<file path="config.mk">
export PLATFORM = sky130hd
export DESIGN_NAME = if_stage
export DESIGN_NICKNAME = d
export VERILOG_FILES = /design/src/rtl/if_stage.sv
export SDC_FILE = /design/constraint.sdc
export NUM_CORES = 1
export LEC_CHECK = 0
export CAP_MARGIN = 10
export CORE_UTILIZATION = 53
export DETAILED_ROUTE_END_ITERATION = 10
export GPL_TIMING_DRIVEN = 0
export PLACE_DENSITY = 0.86
export SETUP_SLACK_MARGIN = 0.2
export SLEW_MARGIN = 20
export SYNTH_ARGS = -nofsm -noshare
export SYNTH_HDL_FRONTEND = slang
export SYNTH_SLANG_ARGS = --single-unit
</file>
<file path="constraint.sdc">
create_clock -name clk -period 2.4 [get_ports clk]
set_input_delay 0.72 -clock clk [delete_from_list [all_inputs] [get_ports clk]]
set_output_delay 0.72 -clock clk [all_outputs]
set_load 0.01 [all_outputs]
</file>
<file path="src/rtl/if_stage.sv">
// ----------------------------------------------------------------------------
// if_stage -- instruction fetch stage with a one-entry skid buffer.
//
// Fetches one 32-bit instruction per accepted memory access and hands it to
// decode through the IF/ID register (instr_id / pc4_id / valid_id).
//
// Ports
//   clk, rst_n      : clock (rising edge) and asynchronous active-low reset
//   imem_req        : instruction memory request (low while in reset / HOLD)
//   imem_addr       : fetch address, stable while imem_req is high until ack
//   imem_ack        : imem_rdata valid this cycle (may coincide with imem_req)
//   imem_rdata      : fetched instruction word
//   stall_id        : decode not accepting, hold IF/ID
//   flush_id        : replace IF/ID contents with a bubble
//   redirect        : change fetch path (taken branch or jump)
//   redirect_pc     : new fetch address, bits [1:0] forced to zero
//   instr_id        : registered instruction for decode
//   pc4_id          : registered fetch address + 4 of instr_id
//   valid_id        : instr_id is a real fetched instruction
//   state_dbg       : current FSM state (0 FETCH, 1 HOLD, 2 DISCARD)
//
// Memory handshake: a transfer completes on any rising edge where imem_req
// and imem_ack are both high; imem_addr does not change between the edge
// that raises imem_req and that completing edge.
// ----------------------------------------------------------------------------
module if_stage #(
  parameter logic [31:0] RESET_PC  = 32'h0000_0000,
  parameter logic [31:0] NOP_INSTR = 32'h0000_0000
) (
  input  logic        clk,
  input  logic        rst_n,
  output logic        imem_req,
  output logic [31:0] imem_addr,
  input  logic        imem_ack,
  input  logic [31:0] imem_rdata,
  input  logic        stall_id,
  input  logic        flush_id,
  input  logic        redirect,
  input  logic [31:0] redirect_pc,
  output logic [31:0] instr_id,
  output logic [31:0] pc4_id,
  output logic        valid_id,
  output logic [1:0]  state_dbg
);

  typedef enum logic [1:0] {
    FETCH   = 2'd0,
    HOLD    = 2'd1,
    DISCARD = 2'd2
  } state_t;

  state_t      state;
  logic [31:0] pc;
  logic [31:0] req_addr;     // address still outstanding while in DISCARD
  logic [31:0] skid_instr;
  logic [31:0] skid_pc4;

  logic [31:0] pc_next;
  logic [31:0] redirect_aligned;

  // 32-bit add wraps naturally modulo 2^32.
  assign pc_next          = pc + 32'd4;
  assign redirect_aligned = {redirect_pc[31:2], 2'b00};

  // In DISCARD the old request must stay on the bus until it is acked,
  // even though pc already points at the redirect target.
  assign imem_addr = (state == DISCARD) ? req_addr : pc;
  assign imem_req  = rst_n && (state != HOLD);
  assign state_dbg = state;

  always_ff @(posedge clk or negedge rst_n) begin
    if (!rst_n) begin
      state      <= FETCH;
      pc         <= RESET_PC;
      req_addr   <= RESET_PC;
      skid_instr <= NOP_INSTR;
      skid_pc4   <= 32'd0;
      instr_id   <= NOP_INSTR;
      pc4_id     <= 32'd0;
      valid_id   <= 1'b0;
    end else begin
      case (state)
        FETCH: begin
          if (redirect) begin
            // Any data arriving this cycle belongs to the old path.
            pc       <= redirect_aligned;
            instr_id <= NOP_INSTR;
            valid_id <= 1'b0;
            if (!imem_ack) begin
              req_addr <= pc;
              state    <= DISCARD;
            end
          end else if (flush_id) begin
            instr_id <= NOP_INSTR;
            valid_id <= 1'b0;
            if (imem_ack) begin
              pc <= pc_next;
            end
          end else if (imem_ack) begin
            pc <= pc_next;
            if (stall_id) begin
              skid_instr <= imem_rdata;
              skid_pc4   <= pc_next;
              state      <= HOLD;
            end else begin
              instr_id <= imem_rdata;
              pc4_id   <= pc_next;
              valid_id <= 1'b1;
            end
          end else if (!stall_id) begin
            instr_id <= NOP_INSTR;
            valid_id <= 1'b0;
          end
        end

        HOLD: begin
          if (redirect) begin
            pc       <= redirect_aligned;
            instr_id <= NOP_INSTR;
            valid_id <= 1'b0;
            state    <= FETCH;
          end else if (flush_id) begin
            instr_id <= NOP_INSTR;
            valid_id <= 1'b0;
            state    <= FETCH;
          end else if (!stall_id) begin
            instr_id <= skid_instr;
            pc4_id   <= skid_pc4;
            valid_id <= 1'b1;
            state    <= FETCH;
          end
        end

        DISCARD: begin
          // Nothing useful reaches IF/ID here; it either holds or bubbles.
          if (redirect) begin
            pc <= redirect_aligned;
          end
          if (redirect || flush_id || !stall_id) begin
            instr_id <= NOP_INSTR;
            valid_id <= 1'b0;
          end
          if (imem_ack) begin
            state <= FETCH;
          end
        end

        default: begin
          state <= FETCH;
        end
      endcase
    end
  end

endmodule
</file>
==> flow_summary.yaml, run 1 <==
finish:
  final_area_um2: 12900
  num-nets-final: 1222
  finalNonFillerCells: 1381
  areaGrowthSynthToFinish_pct: 40.8
  layout-drive-gt1-share_pct: 28.3
  final_core_util_pct: 77.1
global_routing:
  grt_pass1_wl_um: 45700
  grt_use_total_pct: 33.3
  grt_max_degree: 99
  grt.overflow.total: 0
  grt_pass1_vias: 8414
  grt_antenna_before_repair: 0
sta:
  tns_ps: -3610
  finalCriticalPeriod_ps: 2550
  slew_headroom_pct: 41.8
  setup_slack_ps: -151
  layout_worst_path_cycle_share_pct: 106
  fin_skew_ps: 8.57
  finalMaxSlewViolations: 0
  hold_viol: 0
  tightest_slew_ps: 872
  hold_ws_ps: 289
  rsz0062_at_grt: "true"
  setup_viol: 31
  fmax_mhz: 392
setup_path:
  crit_cells: 6
  critPathBufInv: 4
  critical_path.slowest_cell: "dfrtp_1"
  r2r-start: "state_dbg[1]$_DFFE_PN0P_"
  startpoint_type: "flip-flop"
  arrival_ps: 1830
  cp_cell_sequence: "inv_2, ha_4, clkbuf_16, clkbuf_16, mux2_4, buf_6"
  critical_path_class: "reg2out"
  path_max_fanout: 7
  end_kind: "output pin"
  timing.rr.end: "instr_id[19]$_DFFE_PN0P_"
  cp_data_required_time_ps: 1680
  path_delay_family: "buffers and inverters"
  cpMostUsedCell: "clkbuf_16"
  r2r_slack_ps: 90
  reg2reg_depth: 9
  crit_path_max_incr_delay_ps: 400
floorplanning:
  start_util_pct: 54.7
  fp.coreArea_um2: 16800
  die_x_um: 134
  rows: 47
  ios: 170
  die_h_um: 134
  fp.dieArea_um2: 17800
synthesis:
  synth_ff_type: "dfrtp_1"
  yosysUniqueCellTypes: 54
  synthArstFlopShare_pct: 100
  synth_area_per_cell_um2: 9.86
  synth_area_um2: 9170
  yosys_warnings: 0
  yosysSeqAreaShare_pct: 51.0
  synth_edf_count: 0
  ys_seq_elements: 187
  synth_cells: 930
clock_tree:
  cts_buffer_depth: 2
  clock_sinks: 187
  clk_pin_slew_worst_paths_ps: 70
  cts_tree: "built"
  cts_inserted_buffers: 17
  clkLatencyLatePin_ps: 430
  cts_root_buf: "clkbuf_16"
  post_cts_hold_buffer_count: 0
  h-tree-depth: 4
placement:
  postPlaceCellArea_um2: 11100
  place.gp.congestion: 0.942
  placed_cells: 1317
  pre_cts_ws_ps: -930
  place_hpwl_um: 19100
  io_buffer_count: 163
power_and_ir_drop:
  finalPower_mw: 16.5
  p_leak_nw: 5.50
  cellPowerDensity_nw_per_um2: 1280
  vdd_drop_max_mv: 0.936
routing:
  drc: 0
  dr.first_iter.drc_count: 947
  routedWlPerCell_um: 21.8
  viasPerCell: 6.33
  ant_nets: 0
  via_count: 8739
  routed_wl_um: 30200
  drtPass1Iterations: 5
min_path:
  hold_path.class: "in2async"
status:
  status: "complete, but fails checks"
  violations: "setup timing"
run:
  drv_cap: 0
==> flip-flops by register name (all words and copies together) (netlist names) <==
| signal | cells |
|---|---|
| pc4_id | 30 |
| req_addr | 30 |
| valid_id | 1 |
| pc | 30 |
| skid_pc4 | 30 |
| skid_instr | 32 |
| state_dbg | 2 |
| instr_id | 32 |
==> kinds of logic after synthesis <==
| kind of cell | share of synthesized area, % |
|---|---|
| compound gates | 18.0 |
| other cells | 0.0409 |
| xor+xnor | 1.91 |
| simple gates | 14.4 |
| mux | 9.75 |
| flops | 51.0 |
| fa+ha+maj | 0.682 |
| buf+inv | 4.24 |
==> worst reg2reg max path: stages, from the launching register on <==
cell	delay [ps]
dfrtp_1	400
buf_4	170
inv_4	50
ha_4	150
clkbuf_8	170
or3_1	370
a31o_2	270
clkbuf_8	180
buf_8	160
o31ai_2	280
==> final cells by class <==
type / instances / area, um^2
well taps: 220 / 275
clock buffers: 17 / 425
flip-flops and latches: 187 / 4680
repair buffers: 195 / 1910
clock inverters: 15 / 178
multi-input cells: 649 / 4700
inverters: 15 / 62.6
fillers: 1010 / 3840
diodes: 1 / 2.50
plain buffers: 82 / 682
==> placed cells by master (no fill, tap or decap), types with 5 or more instances in the layout <==
| cell type | count |
|---|---|
| dfrtp_1 | 183 |
| o211ai_1 | 10 |
| o31ai_4 | 5 |
| clkbuf_16 | 24 |
| o31ai_2 | 16 |
| mux2_2 | 56 |
| buf_6 | 22 |
| nand3_1 | 24 |
| buf_2 | 21 |
| clkbuf_4 | 13 |
| clkbuf_1 | 10 |
| clkbuf_2 | 21 |
| o21ai_0 | 60 |
| a2bb2oi_1 | 10 |
| nor3_1 | 9 |
| inv_6 | 6 |
| nand2_1 | 111 |
| o31ai_1 | 13 |
| clkbuf_8 | 10 |
| xor2_1 | 6 |
| inv_1 | 12 |
| nand2_2 | 8 |
| clkdlybuf4s50_1 | 127 |
| a31oi_1 | 13 |
| xnor2_1 | 12 |
| nand4_1 | 15 |
| mux2_4 | 19 |
| o21ai_2 | 7 |
| nor2_1 | 51 |
| a22oi_1 | 37 |
| and3_1 | 10 |
| a21oi_1 | 50 |
| nor3b_1 | 5 |
| buf_4 | 37 |
| o22ai_1 | 12 |
==> what timing repair did <==
item | 4_1_cts | 5_1_grt
setup buffers | 16 | 12
setup endpoints to repair | 204 | 171
pin swaps | 6 | 7
gates resized for setup | 330 | 106
cloned | 3 | 0
==> synthesized netlist by cell type (3+ instances only) <==
cell type / n / share of area, %
dfrtp_1: 187 / 51
nand2_1: 120 / 4.9
mux2_2: 75 / 9.2
o21ai_0: 72 / 3.9
clkbuf_1: 68 / 2.8
nor2_1: 55 / 2.3
a21oi_1: 51 / 2.8
a22oi_1: 37 / 3.0
o31ai_1: 34 / 2.8
nand3_1: 27 / 1.5
inv_1: 15 / 0.61
nand4_1: 15 / 1.0
xnor2_1: 14 / 1.3
a31oi_1: 13 / 0.89
o22ai_1: 13 / 0.89
nor3_1: 12 / 0.65
a2bb2oi_1: 10 / 0.95
and3_1: 10 / 0.68
o211ai_1: 10 / 0.82
buf_2: 8 / 0.44
nor4_1: 7 / 0.48
xor2_1: 6 / 0.57
ha_1: 5 / 0.68
mux2i_1: 5 / 0.55
nor2b_1: 5 / 0.34
nor3b_1: 5 / 0.41
or3_1: 5 / 0.34
buf_4: 4 / 0.33
o22a_1: 4 / 0.38
o31a_1: 4 / 0.38
o2bb2ai_1: 3 / 0.29
==> report_power, final <==
group / switching [mW] / internal (mW)
Sequential: 0.963 / 4.47
Clock: 1.35 / 1.58
Combinational: 4.19 / 3.94
==> worst max path at each step <==
stage | from | endpoint | slack, ps
after detailed placement | redirect | skid_pc4[27]$_DFFE_PN0P_ | -930
after global routing | state_dbg[0]$_DFFE_PN0P_ | imem_addr[17] | -180
after floorplan | flush_id | pc4_id[10]$_DFFE_PN0P_ | 200
final | state_dbg[0]$_DFFE_PN0P_ | imem_addr[16] | -150
after CTS | state_dbg[0]$_DFFE_PN0P_ | imem_addr[16] | -130
after global placement | rst_n | req_addr[28]$_DFFE_PN0P_ | -7080
==> layer usage <==
metal / vias up / global-route usage (%) / part of all wire [%]
li1: 3789 / - / -
met1: 4287 / 43.2 / 38
met2: 565 / 55.5 / 50
met3: 98 / 6.20 / 8.6
met4: 0 / 12.8 / 3.5
met5: - / 0 / 0
(Power assumes the default switching activity.)
==> inputs of run 2 (changes only) <==
- SKIP_CTS_REPAIR_TIMING: unset -> 1
==> run 2 against run 1 <==
The flow still finishes with violations (setup timing); final area fell by 1.9%; sequential cell count did not move; hold slack got worse by 98 ps; global-route usage fell by 3.1 points; non-clock buffer count rose by 6; clock power barely moved; clock-buffer cell count did not move; wire length fell by 3.5%; via count fell by 1.0%; sequential power barely moved; largest cell class is now registers; highest routed layer unchanged.
==> flow_summary.yaml, run 2 (same netlist as run 1, synthesis figures left out) <==
clock_tree:
  h-tree-depth: 4
  clock_sinks: 187
  cts_tree: "built"
  cts_buffer_depth: 2
  cts_root_buf: "clkbuf_16"
  clkLatencyLatePin_ps: 440
  cts_inserted_buffers: 17
  clk_pin_slew_worst_paths_ps: 70
power_and_ir_drop:
  p_sw_mw: 6.34
  pwr-share-seq_pct: 33.7
  vdd_drop_max_mv: 0.987
  finalPower_mw: 16.1
  internal_power_mw: 9.77
  p_sw_share_pct: 39.3
  pwr-share-comb_pct: 48.1
  p_leak_nw: 5.44
  clock_power_share_pct: 18.2
  cellPowerDensity_nw_per_um2: 1270
finish:
  final_cell_mix: "dfrtp_1, clkdlybuf4s50_1, nand2_1, o21ai_0, mux2_2"
  antenna_cells: 0
  final_area_um2: 12700
  layout_commonest_cell: "dfrtp_1"
  top_regs: "instr_id x32, skid_instr x32"
  final_core_util_pct: 75.6
  num-nets-final: 1228
  layout-drive-gt1-share_pct: 26.2
  areaGrowthSynthToFinish_pct: 38.2
sta:
  tightest_slew_ps: 658
  rsz0062_at_grt: "true"
  setup_slack_ps: -245
  finalCriticalPeriod_ps: 2640
  layout_worst_path_cycle_share_pct: 110
  slew_headroom_pct: 56.1
  hold_viol: 0
  finalMaxSlewViolations: 0
  fin_skew_ps: 8.19
  fmax_mhz: 378
  setup_viol: 31
status:
  status: "complete, but fails checks"
  violations: "setup timing"
routing:
  viasPerCell: 6.24
  routed_wl_um: 29100
  drtPass1Iterations: 5
  drc: 0
  via_count: 8649
  dr.first_iter.drc_count: 917
  routedWlPerCell_um: 21.0
  ant_nets: 0
setup_path:
  critical_path_class: "reg2out"
  cpMostUsedCell: "buf_6"
  timing.rr.end: "pc4_id[5]$_DFFE_PN0P_"
  critPathBufInv: 5
  critical_path.slowest_cell: "dfrtp_1"
  r2r-start: "state_dbg[0]$_DFFE_PN0P_"
  cp_cell_sequence: "inv_2, ha_4, buf_6, buf_6, clkbuf_16, mux2_4, buf_6"
  reg2reg_depth: 8
  startpoint_type: "flip-flop"
  r2r_slack_ps: 170
  path_delay_family: "buffers and inverters"
  arrival_ps: 1920
  cp_data_required_time_ps: 1680
  crit_path_max_incr_delay_ps: 410
  path_max_fanout: 5
  end_kind: "output pin"
floorplanning:
  die_h_um: 134
  die_x_um: 134
  fp.coreArea_um2: 16800
  fp.dieArea_um2: 17800
  ios: 170
  start_util_pct: 54.7
  rows: 47
placement:
  place.gp.congestion: 0.942
  io_buffer_count: 163
  place_hpwl_um: 19100
  pre_cts_ws_ps: -930
  postPlaceCellArea_um2: 11100
global_routing:
  grt.overflow.total: 0
  grt_pass1_wl_um: 41600
  grt_antenna_before_repair: 0
  grt_pass1_vias: 7835
  grt_use_total_pct: 30.2
  grt_max_degree: 99
run:
  drv_cap: 0
min_path:
  hold_path.class: "in2async"
-- run 2: cell types whose count changed in the layout (fill, tap and decap cells not counted), sizes merged --
cell	before	now
buf	86	100
clkbuf	78	70
dlygate4sd2	2	0
dlymetal6s2s	1	3
clkinvlp	2	1
diode	1	0
inv	22	23
-- run 2: worst max path at each step --
stage	start	to	slack [ps]	cells after the start
after floorplan	flush_id	pc4_id[10]$_DFFE_PN0P_	200	5
after CTS	state_dbg[0]$_DFFE_PN0P_	imem_addr[21]	-1080	7
final	state_dbg[0]$_DFFE_PN0P_	imem_addr[10]	-240	7
after detailed placement	redirect	skid_pc4[27]$_DFFE_PN0P_	-930	8
after global placement	rst_n	req_addr[28]$_DFFE_PN0P_	-7080	1
after global routing	state_dbg[0]$_DFFE_PN0P_	imem_addr[7]	-270	7
-- run 2: worst reg2reg max path: stages, from the launching register on --
cell	delay (ps)
dfrtp_1	410
inv_2	90
buf_4	130
ha_4	120
clkbuf_4	220
mux2i_2	320
or3_4	190
clkbuf_1	400
o21ai_0	190
-- run 2: layout make-up --
type | count | area (um^2)
Sequential cell | 187 | 4680
Timing Repair Buffer | 204 | 2000
Buffer | 79 | 508
Inverter | 15 | 56.3
Clock buffer | 17 | 425
Clock inverter | 15 | 178
Multi-Input combinational cell | 649 | 4550
Fill cell | 1085 | 4080
Tap cell | 220 | 275
-- run 2: routing by layer --
layer	part of all wire (%)	GRT usage, %	wire length, um
met1	38	40.2	11100
met2	49	48.3	14300
met3	9.2	6.47	2660
met4	3.5	12.1	1010
met5	0	0	0
-- run 2: power groups by stage --
| stage | sequential, mW | combinational, mW | clock [mW] |
|---|---|---|---|
| 6_report | 5.43 | 7.75 | 2.93 |
| 5_1_grt | 5.55 | 8.27 | 3.06 |
| 4_1_cts | 5.31 | 6.49 | 2.93 |
| 3_5_place_dp | 5.36 | 6.45 | 0 |
| 3_3_place_gp | 5.27 | 6.27 | 0 |
| 2_1_floorplan | 5.26 | 3.70 | 0 |
-- run 2: stage by stage --
step | hold WS, ps | setup TNS (ps) | std cells
3_3_place_gp | 458 | -1431720 | 1316
6_report | 191 | -4880 | 1386
5_1_grt | 237 | -5750 | 1386
3_5_place_dp | 465 | -113090 | 1317
2_1_floorplan | 424 | 0 | 933
4_1_cts | 315 | -69350 | 1349
